[src/rtl/ram_arbiter.sv]
// Two-port arbiter/sequencer for an unclocked single-port RAM; every RAM pin is registered.
// Define RAM_ARBITER_ROUND_ROBIN_EN for alternating grants on ties (default: port 0 wins).
module ram_arbiter #(
  parameter int unsigned ADDR_W = 5,
  parameter int unsigned DATA_W = 8
) (
  input  logic              clk,
  input  logic              rst_n,
  input  logic              req0_i,
  input  logic              we0_i,
  input  logic [ADDR_W-1:0] addr0_i,
  input  logic [DATA_W-1:0] wdata0_i,
  output logic              ack0_o,
  output logic [DATA_W-1:0] rdata0_o,
  input  logic              req1_i,
  input  logic              we1_i,
  input  logic [ADDR_W-1:0] addr1_i,
  input  logic [DATA_W-1:0] wdata1_i,
  output logic              ack1_o,
  output logic [DATA_W-1:0] rdata1_o,
  output logic [ADDR_W-1:0] ram_addr_o,
  output logic [DATA_W-1:0] ram_wdata_o,
  output logic              ram_we_o,
  input  logic [DATA_W-1:0] ram_rdata_i,
  output logic              busy_o
);

  typedef enum logic [1:0] {StIdle, StAccess, StDone} state_e;

  state_e            state_q, state_d;
  logic              owner_q, owner_d;
  logic [ADDR_W-1:0] ram_addr_q, ram_addr_d;
  logic [DATA_W-1:0] ram_wdata_q, ram_wdata_d;
  logic              ram_we_q, ram_we_d;
  logic              ack0_q, ack0_d, ack1_q, ack1_d;
  logic [DATA_W-1:0] rdata0_q, rdata0_d, rdata1_q, rdata1_d;
  logic              grant1;

`ifdef RAM_ARBITER_ROUND_ROBIN_EN
  logic last_owner_q, last_owner_d;

  // On a tie, hand the RAM to whichever port did not have it last.
  assign grant1 = req1_i & (~req0_i | ~last_owner_q);
`else
  assign grant1 = req1_i & ~req0_i;
`endif

  always_comb begin
    state_d     = state_q;
    owner_d     = owner_q;
    ram_addr_d  = ram_addr_q;
    ram_wdata_d = ram_wdata_q;
    ram_we_d    = 1'b0;
    ack0_d      = 1'b0;
    ack1_d      = 1'b0;
    rdata0_d    = rdata0_q;
    rdata1_d    = rdata1_q;
`ifdef RAM_ARBITER_ROUND_ROBIN_EN
    last_owner_d = last_owner_q;
`endif
    unique case (state_q)
      StIdle: begin
        if (req0_i | req1_i) begin
          owner_d     = grant1;
          ram_addr_d  = grant1 ? addr1_i  : addr0_i;
          ram_wdata_d = grant1 ? wdata1_i : wdata0_i;
          ram_we_d    = grant1 ? we1_i    : we0_i;
          state_d     = StAccess;
        end
      end
      StAccess: begin
        // RAM reads through on writes, so the owner always gets the addressed data back.
        if (owner_q) begin
          rdata1_d = ram_rdata_i;
          ack1_d   = 1'b1;
        end else begin
          rdata0_d = ram_rdata_i;
          ack0_d   = 1'b1;
        end
        state_d = StDone;
      end
      StDone: begin
`ifdef RAM_ARBITER_ROUND_ROBIN_EN
        last_owner_d = owner_q;
`endif
        state_d = StIdle;
      end
      default: state_d = StIdle;
    endcase
  end

  always_ff @(posedge clk or negedge rst_n) begin
    if (!rst_n) begin
      state_q     <= StIdle;
      owner_q     <= 1'b0;
      ram_addr_q  <= '0;
      ram_wdata_q <= '0;
      ram_we_q    <= 1'b0;
      ack0_q      <= 1'b0;
      ack1_q      <= 1'b0;
      rdata0_q    <= '0;
      rdata1_q    <= '0;
    end else begin
      state_q     <= state_d;
      owner_q     <= owner_d;
      ram_addr_q  <= ram_addr_d;
      ram_wdata_q <= ram_wdata_d;
      ram_we_q    <= ram_we_d;
      ack0_q      <= ack0_d;
      ack1_q      <= ack1_d;
      rdata0_q    <= rdata0_d;
      rdata1_q    <= rdata1_d;
    end
  end

`ifdef RAM_ARBITER_ROUND_ROBIN_EN
  always_ff @(posedge clk or negedge rst_n) begin
    if (!rst_n) begin
      last_owner_q <= 1'b1;
    end else begin
      last_owner_q <= last_owner_d;
    end
  end
`endif

  assign ram_addr_o  = ram_addr_q;
  assign ram_wdata_o = ram_wdata_q;
  assign ram_we_o    = ram_we_q;
  assign ack0_o      = ack0_q;
  assign ack1_o      = ack1_q;
  assign rdata0_o    = rdata0_q;
  assign rdata1_o    = rdata1_q;
  assign busy_o      = (state_q != StIdle);

endmodule

[config.mk]
export PLATFORM = sky130hd
export DESIGN_NAME = ram_arbiter
export DESIGN_NICKNAME = d
export VERILOG_FILES = /design/src/rtl/ram_arbiter.sv
export SDC_FILE = /design/constraint.sdc
export NUM_CORES = 1
export LEC_CHECK = 0
export BUFFER_PORTS_ARGS = -buffer_cell sky130_fd_sc_hd__buf_2
export CORE_MARGIN = 2
export CORE_UTILIZATION = 40
export CTS_CLUSTER_SIZE = 14
export DETAILED_ROUTE_END_ITERATION = 7
export PLACE_DENSITY = 0.79
export RECOVER_POWER = 100
export REMOVE_ABC_BUFFERS = 1
export SLEW_MARGIN = 5
export SYNTH_ARGS = -nofsm -noshare
export SYNTH_HDL_FRONTEND = slang
export SYNTH_SLANG_ARGS = --single-unit
[constraint.sdc]
create_clock -name clk -period 2.1 [get_ports clk]
set_clock_uncertainty 0.15 [all_clocks]
set_input_delay 0.105 -clock clk [delete_from_list [all_inputs] [get_ports clk]]
set_output_delay 0.105 -clock clk [all_outputs]
set_load 0.05 [all_outputs]
==> results of run 1 <==
[cells in the mapped netlist, drive strengths merged]
cell type   n
nor2        1
nor2b       2
buf         3
o21a        1
mux2       42
dfrtp      35
inv         2
nand2b      1
a21oi       3
nand2       2
nand3b      1
[per-stage QoR]
step	cell area (um2)	utilization, %
detailed placement	1937	52.91
CTS	2141	58.48
floorplan	1501	-
global route	2053	56.08
finish	2053	56.08
global placement	1937	52.91
[critical path: stages (launching register included)]
cell,delay [ns]
dfrtp_1,0.38
nor2b_1,0.18
nor2b_1,0.15
clkbuf_1,0.39
mux2_2,0.39
[kinds of logic (layout without fill, tap and decap cells)]
logic type      Yosys count  after routing  share of synthesized area, %
compound gates            4              4                         1.470
buf+inv                   5             96                         2.451
flops                    35             35                         57.19
mux                      42             42                         35.78
simple gates              7              7                         3.105
[state kept, by name, indices dropped and copies added, names as in the netlist]
register     flops
rdata1_o         8
owner_q          1
ack0_o           1
ram_addr_o       5
ack1_o           1
state_q          2
rdata0_o         8
ram_we_o         1
ram_wdata_o      8
[area by class of cell]
| cell class | instances | area (um2) |
|---|---|---|
| fill | 310 | 1608 |
| tap | 48 | 60.06 |
| clock buffer | 5 | 68.82 |
| multi-input combinational | 53 | 578.1 |
| sequential | 35 | 875.8 |
| clock inverter | 3 | 15.01 |
| inverter | 2 | 7.507 |
| timing repair buffer | 86 | 447.9 |
[metal layers]
layer / vias up / part of all wire, % / wire length [um]
met1: 496 / 42 / 1327
met5: - / 0 / 0
met4: 0 / 1.3 / 42
li1: 504 / - / -
met2: 67 / 46 / 1446
met3: 5 / 10 / 325
[worst paths after layout]
check	from	to	slack [ns]	cells after the start
max	state_q[1]$_DFFE_PN0P_	rdata0_o[4]$_DFFE_PN0P_	0.34	4
min	req1_i	owner_q$_DFFE_PN0P_	0.02	3
max reg2reg	state_q[1]$_DFFE_PN0P_	rdata0_o[4]$_DFFE_PN0P_	0.34	4
min reg2reg	state_q[1]$_DFFE_PN0P_	state_q[1]$_DFFE_PN0P_	0.31	1
max in group asynchronous	rst_n	ram_addr_o[2]$_DFFE_PN0P_	0.95	2
min in group asynchronous	rst_n	rdata0_o[2]$_DFFE_PN0P_	0.32	2
==> run metrics, run 1 <==
synthesized area 0.001531 mm2; CTS Buffer Depth 2; CP Data Arrival Time ~1.8 ns; number of global-route vias before repair between 1000 and 1500; post-synth top area share 57.19%; Hold Violations, Final 0; Max Slew Vio Count 0; Die H 65.88 um; TritonCTS Buffers 5; RSZ-0062 raised after global routing no; gate count of the mapped netlist between 90 and 100; clk slew on worst S/H paths 0.07 ns; Mean Syn Cell Area roughly 16 um2; H-tree depth 2; root buffer cell clkbuf_8; Synth area leader dfrtp_1; Global Route met2 Usage a little over a quarter; CTS Hold Bufs 12; Routed Antenna Nets 0; HP Class in2reg; total routed wirelength 3140 um; most used routing layer met2; # rows 22; initial drt markers 54; Startpoint Class register; gr ovfl total 0; global-route usage over all layers between 10% and 20%; DRC viols 0; Slew @ Worst Pin 0.8535 ns; fmax 568.2 MHz; crit path capture type register; I/O pin cnt 73; via count 1072; initial antenna violation count 0; die area 0.004340 mm2; Placed Cells 212; nets@finish 223; WHS 0.01624 ns; CTS tree done; Critical Path RT 2.12 ns; worst-skew pair later-pin latency 0.28 ns; synth warn 0; min Tclk post-route 1.760 ns; Post-CTS Resized 0; Antenna diodes 0; post-route insts no fill between 200 and 250; largest net degree at the start of global routing 36; GPL Wtd Cong 0.6827; Rel. slew slack 43.10%; most frequent cells in the layout 38 x buf_2, 35 x dfrtp_1, 34 x clkbuf_1; Die Width 65.88 um; Worst Slack Setup Final 0.3399 ns; Cell variety after synth 13; status finished clean; commonest non-fill, non-tap cell in the layout buf_2; Seq/Total Area, Yosys 57.19%; Place WS 0.5389 ns; met3 Use GR 6.133%; CP Class reg2reg; maximum capacitance violations 0; vias per inst 4.621; DP HPWL about 2300 um; Initial Util 41.83%; Synth Register Bits 35; IO buf count between 70 and 80; TritonRoute pass-1 iters 4; postcts setup bufs 0; ranking of synthesized cells by area dfrtp_1 57%, mux2_4 20%, mux2_2 16%; endpoints failing setup 0; M1 GR Usage around 18%; layout cells sized above 1 44.02%; drt wl/cell 13.53 um; area of the core 0.003661 mm2; Area growth syn-to-layout 34.07%; first-pass GRT wire length 5099 um; fin crit share 83.81%; CP Max Fanout 9; setup_tns 0 ns; Clock Sinks 35
Power of run 1 is not shown: default switching activity piles up to over one toggle a cycle in this logic, so the estimate is an artifact.
==> inputs of run 2 (changes only) <==
--- a/config.mk
+++ b/config.mk
@@ -5,12 +5,13 @@
 export SDC_FILE = /design/constraint.sdc
 export NUM_CORES = 1
 export LEC_CHECK = 0
+export ABC_AREA = 1
 export BUFFER_PORTS_ARGS = -buffer_cell sky130_fd_sc_hd__buf_2
 export CORE_MARGIN = 2
 export CORE_UTILIZATION = 40
 export CTS_CLUSTER_SIZE = 14
 export DETAILED_ROUTE_END_ITERATION = 7
-export PLACE_DENSITY = 0.79
+export PLACE_DENSITY = 0.77
 export RECOVER_POWER = 100
 export REMOVE_ABC_BUFFERS = 1
 export SLEW_MARGIN = 5
==> constraint.sdc (replaced) <==
create_clock -name clk -period 1.63 [get_ports clk]
set_clock_uncertainty 0.15 [all_clocks]
set_input_delay 0.0815 -clock clk [delete_from_list [all_inputs] [get_ports clk]]
set_output_delay 0.0815 -clock clk [all_outputs]
set_load 0.05 [all_outputs]
==> run metrics, run 2 <==
HP Class in2reg (unchanged); Placed Cells 296 (was 212); Max Slew Vio Count 0 (unchanged); global-route usage over all layers 17.61% (was 15.89%); CP Class in2reg (was reg2reg); most frequent CP cell nand2_1 (was nor2b_1); Synth Register Bits 35 (unchanged); postcts setup bufs 0 (unchanged); Area growth syn-to-layout 34.17% (was 34.07%); top cells by count, synth 65 x nand2_1, 35 x dfrtp_1, 16 x o21ai_2 (was 35 x dfrtp_1, 22 x mux2_2, 20 x mux2_4); status finished, violations left (was finished clean); endpoints failing setup 0 (unchanged); min Tclk post-route 1.504 ns; cell family with the largest share of critical-path delay buffers and inverters (unchanged); peak supply drop 850.3 uV; initial antenna violation count 0 (unchanged); Critical Path RT 1.65 ns (was 2.12 ns); Combinational Power Share 54.9%; Lkg Pwr around 1.2 nW; drt wl/cell 12.29 um (was 13.53 um); layout cells sized above 1 23.67% (was 44.02%); Seq pwr share 31.0%; fmax 664.8 MHz; Post-synth EDFFs 0 (unchanged); clock power share 14.0%; # fillers 387 (was 310); Seq/Total Area, Yosys 51.55% (was 57.19%); via count 1519 (was 1072); most frequent cells in the layout 73 x nand2_1, 37 x buf_2, 35 x dfrtp_1, 35 x clkbuf_1, 29 x dlygate4sd3_1 (was 38 x buf_2, 35 x dfrtp_1, 34 x clkbuf_1); # rows 23 (was 22); die area 0.004785 mm2 (was 0.004340 mm2); Slew @ Worst Pin 0.7287 ns (was 0.8535 ns); post-route insts no fill 333 (was 232); Die H 69.18 um (was 65.88 um); Mean Syn Cell Area 9.387 um2 (was 16.47 um2); vias per inst 4.562 (was 4.621); violated checks hold timing; first-pass GRT wire length 6768 um (was 5099 um); GPL Wtd Cong 0.7237 (was 0.6827); Routed Antenna Nets 0 (unchanged); Synth area leader dfrtp_1 (unchanged); CP Data Arrival Time 1.53 ns (was 1.78 ns); total routed wirelength 4091 um (was 3140 um); ranking of synthesized cells by area dfrtp_1 52%, nand2_1 14%, o21ai_2 8.2% (was dfrtp_1 57%, mux2_4 20%, mux2_2 16%); IO buf count 72 (unchanged); Antenna diodes 0 (unchanged); clk slew on worst S/H paths 0.07 ns (about the same); Cell variety after synth 17 (was 13); Startpoint Class primary input (was register); top sig layer met4 (unchanged); nets@finish 322 (was 223); Die Width 69.18 um (was 65.88 um); WHS -0.009331 ns (was 0.01624 ns); crit path capture type register (unchanged); Most used DFF post-synth dfrtp_1 (unchanged); TritonCTS Buffers 5 (unchanged); register area 875.8 um2 (unchanged); switching part of the total 54.81%; crit-path cells dlygate4sd3_1 -> buf_2 -> nand2_1 -> nand2_1 -> dlygate4sd3_1 -> nand2_1 -> nand2_1 (was nor2b_1 -> nor2b_1 -> clkbuf_1 -> mux2_2); sw power between 2 and 3 mW; Hold Violations, Final 6 (was 0); synth warn 0 (unchanged); setup_tns 0 ns (unchanged); commonest non-fill, non-tap cell in the layout nand2_1 (was buf_2); Buf+Inv Stages, Crit Path 3 (was 1); Clock Sinks 35 (unchanged); routed wl met2 2002 um (was 1446 um); CTS tree done (unchanged); WL met1 1765 um (was 1327 um); gr ovfl total 0 (unchanged); DP HPWL 2548 um (was 2255 um); CP max stage cell dlygate4sd3_1 (was clkbuf_1); RSZ-0062 raised after global routing no (unchanged); largest net degree at the start of global routing 31 (was 36); CTS Buffer Depth 2 (unchanged); fin crit share a little over 90%; maximum capacitance violations 0 (unchanged); number of global-route vias before repair 1446 (was 1147); initial drt markers 126 (was 54); area of the core 0.004058 mm2 (was 0.003661 mm2); cell-internal power between 2 and 2.5 mW; synthesized area 0.001699 mm2 (was 0.001531 mm2); top-count cell post-synth nand2_1 (was dfrtp_1); met3 routed WL 201 um (was 325 um); area occupied by multi-input gates 565.5 um2 (was 578.1 um2); Power Density between 2000 and 2500 mW/mm2; gate count of the mapped netlist 181 (was 93); CP Max Fanout 1 (was 9); worst-skew pair later-pin latency 0.28 ns (about the same); Initial Util 41.87% (was 41.83%); I/O pin cnt 73 (unchanged); Synth async-reset ratio 100.0% (unchanged); CP max stage delay 0.55 ns (was 0.39 ns); post-synth top area share 51.55% (was 57.19%); H-tree depth 2 (unchanged); DRC viols 0 (unchanged); Rel. slew slack 51.42% (was 43.10%); root buffer cell clkbuf_8 (unchanged); TritonRoute pass-1 iters 4 (unchanged)
## run 2: final timing paths
kind | startpoint | end | slack, ns | cells past startpoint
worst max-delay path | wdata0_i[1] | ram_wdata_o[1]$_DFFE_PN0P_ | 0.13 | 7
worst min-delay path | addr1_i[4] | ram_addr_o[4]$_DFFE_PN0P_ | -0.009 | 5
min in group asynchronous | rst_n | rdata0_o[1]$_DFFE_PN0P_ | 0.24 | 2
worst max register to register | state_q[1]$_DFFE_PN0P_ | rdata1_o[4]$_DFFE_PN0P_ | 0.23 | 4
max in group asynchronous | rst_n | ram_wdata_o[3]$_DFFE_PN0P_ | 0.39 | 3
worst min register to register | rdata1_o[7]$_DFFE_PN0P_ | rdata1_o[7]$_DFFE_PN0P_ | 0.33 | 2
## run 2: kinds of logic (layout without fill, tap and decap cells)
logic type	Yosys count	after routing	share of synthesized area, %
AOI/OAI and AO/OA	18	18	8.836
buffers and inverters	24	126	8.101
DFF	35	35	51.55
and+or+nand+nor	104	104	31.52
## run 2: final cells by class
| type | count | area share [%] |
|---|---|---|
| Clock buffer | 8 | 4.391 |
| Tap cell | 50 | 2.744 |
| Inverter | 16 | 2.744 |
| Multi-Input combinational cell | 122 | 24.81 |
| Sequential cell | 35 | 38.42 |
| Timing Repair Buffer | 102 | 26.89 |
## run 2: worst min-delay path: stages
cell	delay, ns
buf_2	0.08
nand3_1	0.06
nand2_1	0.07
nand2_1	0.05
nand2_2	0.04
## run 2: per-layer routing
layer | global-route usage, % | vias to the layer above
met5 | 0 | -
met3 | 4.215 | 15
met4 | 8.715 | 0
met1 | 20.98 | 698
met2 | 29.70 | 51
li1 | - | 755
## run 2: stage by stage
step | utilization, % | setup WS, ns | hold slack, ns | power [mW] | cell area (um2)
2_1_floorplan | - | 0.3811 | -0.3641 | 3.804 | 1624
3_3_place_gp | 50.63 | 0.3055 | 0.002269 | 4.425 | 2054
3_5_place_dp | 50.63 | 0.2562 | 0.005856 | 4.467 | 2054
4_1_cts | 60.25 | 0.1549 | 0.009525 | 5.219 | 2445
5_1_grt | 56.18 | 0.04589 | 0.0001269 | 5.101 | 2280
6_report | 56.18 | 0.1258 | -0.009331 | 4.815 | 2280
## run 2: what timing repair did
action	CTS	global route
hold endpoints to repair	59	0
setup endpoints to repair	0	1
hold buffers	29	0
resized for setup	0	1
## run 2: power by group through the flow
| stage | Combinational [mW] | Sequential [mW] | Clock [mW] |
|---|---|---|---|
| 2_1_floorplan | 1.01 | 2.80 | 0 |
| 3_3_place_gp | 2.92 | 1.50 | 0 |
| 3_5_place_dp | 2.96 | 1.50 | 0 |
| 4_1_cts | 3.03 | 1.49 | 0.696 |
| 5_1_grt | 2.83 | 1.54 | 0.731 |
| 6_report | 2.65 | 1.49 | 0.675 |
Note: power is estimated with default switching activity, not from simulation.
